<file path="config.mk">
export PLATFORM = sky130hd
export DESIGN_NAME = vending_machine_multi
export DESIGN_NICKNAME = d
export VERILOG_FILES = /design/src/rtl/vending_machine_multi.sv
export SDC_FILE = /design/constraint.sdc
export NUM_CORES = 1
export LEC_CHECK = 0
export BUFFER_PORTS_ARGS = -buffer_cell sky130_fd_sc_hd__buf_2
export CAP_MARGIN = 20
export CORE_AREA = 2 2 69 71
export DETAILED_ROUTE_END_ITERATION = 12
export DIE_AREA = 0 0 71 73
export PLACE_DENSITY = 0.65
export SETUP_SLACK_MARGIN = 0.15
export SLEW_MARGIN = 25
export SYNTH_ARGS = -nofsm -noshare
export SYNTH_HDL_FRONTEND = slang
export SYNTH_SLANG_ARGS = --single-unit
export TNS_END_PERCENT = 20
</file>
<file path="constraint.sdc">
create_clock -name clk -period 5.6 [get_ports clk]
set_input_delay 0.56 -clock clk [delete_from_list [all_inputs] [get_ports clk]]
set_output_delay 0.56 -clock clk [all_outputs]
set_load 0.005 [all_outputs]
</file>
<file path="src/rtl/vending_machine_multi.sv">
// Multi-product vending controller: credit accumulation, priced vend, cancel/refund
// and coin-by-coin change dispensing. All outputs are registered.
// Optional build macro STOCK_COUNT_EN adds per-product stock counters and a sold_out port.
module vending_machine_multi #(
    parameter int unsigned           NUM_PROD   = 4,
    parameter int unsigned           CREDIT_W   = 8,
    parameter logic [8*NUM_PROD-1:0] PRICES     = {8'd5, 8'd4, 8'd3, 8'd2},
    parameter int unsigned           MAX_CREDIT = 20,
    parameter int unsigned           STOCK_INIT = 3
) (
    input  logic                clk,
    input  logic                reset,
    input  logic [1:0]          coin,
    input  logic [NUM_PROD-1:0] button,
    input  logic                cancel,
    output logic [NUM_PROD-1:0] product,
    output logic [1:0]          coin_out,
    output logic [CREDIT_W-1:0] credit,
    output logic                busy,
    output logic                coin_reject
`ifdef STOCK_COUNT_EN
    ,
    output logic [NUM_PROD-1:0] sold_out
`endif
);

    // One extra bit so credit + coin can never wrap before the limit check.
    localparam int unsigned SUM_W = CREDIT_W + 1;
    localparam int unsigned IDX_W = (NUM_PROD > 1) ? $clog2(NUM_PROD) : 1;

    // Reject parameter sets the credit register or stock counters cannot hold.
    if (MAX_CREDIT >= (2 ** CREDIT_W) || STOCK_INIT >= (2 ** 16)) begin : g_bad_cfg
        $error("vending_machine_multi: MAX_CREDIT or STOCK_INIT out of range");
    end

    typedef enum logic [1:0] {
        ST_IDLE,
        ST_CREDIT,
        ST_VEND,
        ST_CHANGE
    } state_e;

    state_e              state_q, state_d;
    logic [CREDIT_W-1:0] credit_q, credit_d;
    logic [IDX_W-1:0]    sel_q, sel_d;
    logic [NUM_PROD-1:0] product_q, product_d;
    logic [1:0]          coin_out_q, coin_out_d;
    logic                busy_q, busy_d;
    logic                coin_reject_q, coin_reject_d;

    logic                pick_hit;
    logic [IDX_W-1:0]    pick_idx;
    logic                in_stock;
    logic [SUM_W-1:0]    credit_x;
    logic [SUM_W-1:0]    remain;

    function automatic logic [SUM_W-1:0] coin_units(input logic [1:0] c);
        case (c)
            2'b01:   return SUM_W'(1);
            2'b10:   return SUM_W'(2);
            2'b11:   return SUM_W'(5);
            default: return '0;
        endcase
    endfunction

    function automatic logic [SUM_W-1:0] price_of(input logic [IDX_W-1:0] idx);
        return SUM_W'(PRICES[8 * int'(idx) +: 8]);
    endfunction

    // Lowest-index pressed button wins.
    always_comb begin
        pick_hit = 1'b0;
        pick_idx = '0;
        for (int i = NUM_PROD - 1; i >= 0; i--) begin
            if (button[i]) begin
                pick_hit = 1'b1;
                pick_idx = IDX_W'(i);
            end
        end
    end

    // Next-state and registered-output logic.
    always_comb begin
        state_d       = state_q;
        credit_d      = credit_q;
        sel_d         = sel_q;
        product_d     = '0;
        coin_out_d    = 2'b00;
        busy_d        = 1'b0;
        coin_reject_d = 1'b0;
        credit_x      = SUM_W'(credit_q);
        remain        = '0;

        case (state_q)
            ST_IDLE, ST_CREDIT: begin
                if (cancel) begin
                    coin_reject_d = (coin != 2'b00);
                    if (credit_q != '0) begin
                        state_d = ST_CHANGE;
                        busy_d  = 1'b1;
                    end
                end else if (pick_hit && in_stock && credit_x >= price_of(pick_idx)) begin
                    state_d       = ST_VEND;
                    sel_d         = pick_idx;
                    busy_d        = 1'b1;
                    coin_reject_d = (coin != 2'b00);
                end else if (coin != 2'b00) begin
                    // A button that cannot vend does not block a coin.
                    remain = credit_x + coin_units(coin);
                    if (remain <= SUM_W'(MAX_CREDIT)) begin
                        credit_d = CREDIT_W'(remain);
                        state_d  = ST_CREDIT;
                    end else begin
                        coin_reject_d = 1'b1;
                    end
                end
            end
            ST_VEND: begin
                product_d[sel_q] = 1'b1;
                remain           = credit_x - price_of(sel_q);
                credit_d         = CREDIT_W'(remain);
                coin_reject_d    = (coin != 2'b00);
                if (remain != '0) begin
                    state_d = ST_CHANGE;
                    busy_d  = 1'b1;
                end else begin
                    state_d = ST_IDLE;
                end
            end
            ST_CHANGE: begin
                if (credit_x >= SUM_W'(5)) begin
                    coin_out_d = 2'b11;
                    remain     = credit_x - SUM_W'(5);
                end else if (credit_x >= SUM_W'(2)) begin
                    coin_out_d = 2'b10;
                    remain     = credit_x - SUM_W'(2);
                end else begin
                    coin_out_d = 2'b01;
                    remain     = credit_x - SUM_W'(1);
                end
                credit_d      = CREDIT_W'(remain);
                coin_reject_d = (coin != 2'b00);
                if (remain != '0) begin
                    busy_d = 1'b1;
                end else begin
                    state_d = ST_IDLE;
                end
            end
            default: state_d = ST_IDLE;
        endcase
    end

    // State and output registers.
    always_ff @(posedge clk or negedge reset) begin
        if (!reset) begin
            state_q       <= ST_IDLE;
            credit_q      <= '0;
            sel_q         <= '0;
            product_q     <= '0;
            coin_out_q    <= 2'b00;
            busy_q        <= 1'b0;
            coin_reject_q <= 1'b0;
        end else begin
            state_q       <= state_d;
            credit_q      <= credit_d;
            sel_q         <= sel_d;
            product_q     <= product_d;
            coin_out_q    <= coin_out_d;
            busy_q        <= busy_d;
            coin_reject_q <= coin_reject_d;
        end
    end

`ifdef STOCK_COUNT_EN
    localparam int unsigned STOCK_W = (STOCK_INIT > 0) ? $clog2(STOCK_INIT + 1) : 1;

    logic [STOCK_W-1:0]  stock_q [NUM_PROD];
    logic [STOCK_W-1:0]  stock_d [NUM_PROD];
    logic [NUM_PROD-1:0] sold_out_q, sold_out_d;

    // Consume one unit of the vended product; flag empty products.
    always_comb begin
        stock_d = stock_q;
        if (state_q == ST_VEND) begin
            stock_d[sel_q] = stock_q[sel_q] - STOCK_W'(1);
        end
        for (int i = 0; i < NUM_PROD; i++) begin
            sold_out_d[i] = (stock_d[i] == '0);
        end
        in_stock = (stock_q[pick_idx] != '0);
    end

    // Stock counters and sold-out flags.
    always_ff @(posedge clk or negedge reset) begin
        if (!reset) begin
            for (int i = 0; i < NUM_PROD; i++) begin
                stock_q[i] <= STOCK_W'(STOCK_INIT);
            end
            sold_out_q <= {NUM_PROD{STOCK_INIT == 0}};
        end else begin
            stock_q    <= stock_d;
            sold_out_q <= sold_out_d;
        end
    end

    assign sold_out = sold_out_q;
`else
    assign in_stock = 1'b1;
`endif

    assign product     = product_q;
    assign coin_out    = coin_out_q;
    assign credit      = credit_q;
    assign busy        = busy_q;
    assign coin_reject = coin_reject_q;

endmodule
</file>
**Word-level counts from Yosys, hierarchy flattened**

Cells that the tools add are included.

- Reductions and logical operators: 12
- Equal/unequal tests: 14
- Bitwise logic cells: 1
- Shifts and indexed selects: 2
- $lt $le $gt $ge: 6
- $add $sub $neg: 5
- Muxes and demuxes: 46

Operators with widths:

| cell | number |
|---|---|
| indexed part select 32 x 6 -> 8 bit, first input constant | 2 |
| 2-to-1 mux 9 bit | 7 |
| 2-to-1 mux 8 bit | 4 |
| 2-to-1 mux 2 bit | 14 |
| one-hot mux 8 bit (3 select lines) | 1 |
| nonzero test 9 bit | 2 |
| 2-to-1 mux 1 bit | 14 |
| inequality test 2 bit, second input constant | 5 |
| adder 8 x 9 -> 9 bit | 1 |
| <= comparator 9 x 5 -> 1 bit, second input constant | 1 |
| one-hot mux 3 bit (3 select lines) | 1 |
| subtractor 8 x 1 -> 9 bit, second input constant | 1 |
| subtractor 8 x 2 -> 9 bit, second input constant | 1 |
| subtractor 8 x 3 -> 9 bit, second input constant | 1 |
| subtractor 8 x 8 -> 9 bit | 1 |
| == test 2 bit, second input constant | 4 |
| greater-or-equal comparator 8 x 2 -> 1 bit, second input constant | 1 |
| greater-or-equal comparator 8 x 3 -> 1 bit, second input constant | 1 |
| greater-or-equal comparator 8 bit | 1 |
| inequality test 4 bit, second input constant | 2 |
| AND reduction 4 bit | 2 |
| nonzero test 8 bit | 1 |
| one-hot mux 2 bit (3 select lines) | 1 |
| == test 2 x 1 -> 1 bit, second input constant | 2 |
| 13 further kinds | 15 |

- Logic and storage cells: 93
- Output and inout bits: 16
- Input bits: 9
- Bits in registers: 20

**Longest topological paths before layout**

- Depth in word-level cells: 17
- Depth in mapped cells: 10
- Mapped depth without buffers: 10

**Worst setup path before layout**

OpenSTA, ideal clock, no wires.

- Path type: input port to flip-flop
- Start point: input coin[0]
- End point: register credit_q[3], in the netlist credit[3]
- Data required time: 5,461 ps
- Slack: 2,656 ps
- Arrival time: 2,805 ps
- Stages: 10
- Buffers on the path: 1
- Library setup time: 139 ps
- Path through: clkbuf_1 -> ha_1 -> inv_1 -> fa_1 -> nor2b_1 -> nor2_1 -> a311o_1 -> a211oi_2 -> a311oi_1 -> or4b_1

- Longest elaborated chain between the ends: 12
- Elaborated cells on any way between the ends: 19
- Classes of those cells: 1 x add/sub; 1 x order compare; 5 x eq/ne; 10 x mux; 2 x reduce/logical

Ends and longest elaborated chain:

| element | line | text |
|---|---|---|
| start: declaration | 13 | `input logic [1:0] coin,` |
| branches (longest 12 deep; another with adder 8 x 9 -> 9 bit) | -- |  |
| end signal: assignment | 165 | `credit_q <= credit_d;` |
| end: declaration | 44 | `logic [CREDIT_W-1:0] credit_q, credit_d;` |

Several ways; the timed one is not identified. The select of a mux whose other input is x is not followed.
A chain may end at the register's enable or synchronous reset.

**Worst setup path in the final report**

- Start point: register credit_q[1], in the netlist credit[1]
- End point: register credit_q[3], in the netlist credit[3]

- Longest elaborated chain between the ends: 6
- Elaborated cells on any way between the ends: 21
- Classes of those cells: 5 x add/sub; 4 x order compare; 2 x eq/ne; 8 x mux; 2 x reduce/logical

Ends and longest elaborated chain:

| element |
|---|
| branches (longest 6 deep; another with adder 8 x 9 -> 9 bit) |

Several ways; the timed one is not identified. The select of a mux whose other input is x is not followed.

==> impl_metrics.yaml <==
route:
  antenna_left: 0
  wire_per_inst_um: 16.2
  drt-vias-per-instance: 6.08
  vias: 1819
  drc: 0
  drt_iter0_drc: 205
  drt-total-wl_um: 4840
  drt_pass1_iterations: 5
cts:
  clock-sinks: 20
  clk_latency_ns: 0.26
  cts_inserted_buffers: 3
  post-cts-setup-buffers: 0
  htreeDepth: 1
  clk_pin_slew_ns: 0.07
  cts_resized: 0
  postCtsHoldBufs: 0
  clockRootBuffer: "clkbuf_8"
  ctsLongestPathBuffers: 2
  cts_tree: "done"
synthesis:
  synth_cells: 231
  ys_warn_count: 0
  synth.top_cell.area_share_pct: 25.9
  post_synth.cell_area_avg_um2: 8.37
  syn_nets: 258
  yosysSeqAreaShare_pct: 25.9
  yosysMostFrequentCell: "dfrtp_1"
  synthTopCellsByArea: "dfrtp_1 26%, ha_1 10%, nor3_1 3.9%"
  yosys_register_bits: 20
  ys_top_cells_by_count: "20 x dfrtp_1, 18 x nor2_1, 16 x ha_1, 15 x inv_1, 15 x nor3_1"
  syn-cell-area_um2: 1930
  synth_top_area_cell: "dfrtp_1"
  synthArstFlopShare_pct: 100
  synth_ff_type: "dfrtp_1"
  synth_edf_count: 0
  ys_types: 61
worst_setup_path:
  r2r_slack_ns: 2.36
  startpoint: "credit[1]"
  cp-start-kind: "flip-flop"
  rr_endpoint: "credit[3]"
  endpoint_kind: "flip-flop"
  cp.required_ns: 5.73
  cp_slowest_stage_delay_ns: 0.55
  arrival_ns: 3.37
  r2r-start: "credit[1]"
  worstPathMaxFanout: 10
  reg2reg_depth: 8
  slowest_stage: "dfrtp_1"
  critPathKind: "flip-flop to flip-flop"
  path_cells: "inv_1, fa_1, xor2_1, nor2_1, a311o_1, a211oi_2, a311oi_1, or4b_1"
grt:
  grt_pass1_wl_um: 8020
  grt_max_degree: 21
  antenna_found_initial: 0
  grt.total_usage_pct: 19.5
  grt_overflow: 0
  grt_pass1_vias: 1575
finish:
  nets: 274
  area_growth_pct: 8.28
  stdcell_area_um2: 2090
  antenna_cells: 0
  drive_gt1_share_pct: 15.1
  final_cells: 299
  utilization_pct: 46.2
floorplan:
  die_w_um: 71
  ios: 25
  row_count: 25
  die_y_um: 73
  core-area_um2: 4540
  initial_core_util_pct: 42.6
  dieArea_um2: 5180
worst_hold_path:
  min_path_type: "input pin to async pin"
sta:
  rsz0062_at_grt: "false"
  fmax_mhz: 309
  finClkSkew_ns: 0.00661
  fin_tns_setup_ns: 0
  hold_viol: 0
  slew_headroom_pct: 61.1
  fin_ws_ns: 2.36
  fin_crit_ns: 3.24
  period_share_pct: 57.9
  setup_viol: 0
  slew_viol_final: 0
  tightest_slew_ns: 0.575
placed_design:
  portBuffers: 24
  place_hpwl_um: 3690
  placed_area_um2: 2050
  routabilityCongestion: 0.970
  dp.cells: 296
  pre_cts_ws_ns: 2.39
power:
  cellPowerDensity_nw_per_um2: 606
  power.leakage_uw: 0.000883
  peakVddDrop_mv: 0.318
flow_run:
  timing.max_cap.violations: 0
outcome:
  outcome: "complete, no violations"
-- layout make-up --
cell class | instances | area (um^2)
Tap cell | 54 | 67.6
Multi-Input combinational cell | 183 | 1310
Timing Repair Buffer | 24 | 120
Fill cell | 447 | 2440
Sequential cell | 20 | 500
Inverter | 15 | 56.3
Clock buffer | 3 | 41.3
-- logic make-up (layout without fill, tap and decap cells) --
kind of cell,Yosys count,after routing,share of synthesized area [%]
AO/OA/AOI/OAI,70,70,26.1
XOR/XNOR,9,9,4.08
adder cells (fa/ha/maj),18,18,12.4
buffers and inverters,28,42,6.47
flip-flops,20,20,25.9
multiplexers,2,2,1.10
AND/OR/NAND/NOR,84,84,23.9
-- cell usage in the layout (no fill, tap or decap), types with 3 or more instances in the layout --
master,count
or3_1,4
o22ai_1,3
dfrtp_1,20
inv_1,15
o31ai_1,4
nand2b_1,4
a21oi_1,9
o21ai_0,9
nor3_1,15
nor2_1,18
and3_1,3
ha_1,16
xnor2_1,5
a31oi_1,7
clkbuf_8,3
a21boi_0,3
o2111ai_1,4
and2_1,4
a221oi_1,3
nand3_1,3
nand2_1,13
a211oi_1,5
nor2b_1,5
xor2_1,4
buf_2,24
a21o_1,5
-- state kept, by name, summed over array words and instances, names as in the netlist --
| signal | cells |
|---|---|
| busy | 1 |
| sel_q | 2 |
| product | 4 |
| state_q | 2 |
| coin_reject | 1 |
| coin_out | 2 |
| credit | 8 |
-- per-layer routing --
metal  vias to the layer above  global-route usage, %  part of all wire, %
li1                        890                      -                    -
met5                         -                      0                    0
met3                         8                   3.04                  6.5
met4                         0                   3.77                  1.2
met2                        66                   31.4                   46
met1                       855                   28.1                   46
-- critical path: cells and delay by family (launching register included) --
kind | cells | cell delay (ns)
compound gates | 3 | 0.97
simple gates | 2 | 0.56
flops | 1 | 0.55
fa+ha+maj | 1 | 0.51
buf+inv | 1 | 0.27
xor+xnor | 1 | 0.25
-- power by group --
part	internal, uW	switching [uW]	leakage, uW
Combinational	353	473	0.000628
Sequential	202	147	0.000234
Clock	47.9	45.3	0.0000216
-- worst max path at each step --
stage | to | slack (ns) | cells after the start
2_1_floorplan | credit[3] | 2.66 | 10
3_3_place_gp | credit[3] | 2.48 | 9
3_5_place_dp | credit[3] | 2.39 | 8
4_1_cts | credit[3] | 2.38 | 8
5_1_grt | credit[3] | 2.10 | 8
6_report | credit[3] | 2.36 | 8
-- stage by stage --
step | hold WS (ns) | total power, uW
6_report | 0.244 | 1270
5_1_grt | 0.266 | 1380
4_1_cts | 0.256 | 1260
3_5_place_dp | 0.519 | 1160
2_1_floorplan | 0.264 | 957
3_3_place_gp | 0.514 | 1160
Note: power is estimated with default switching activity, not from simulation.
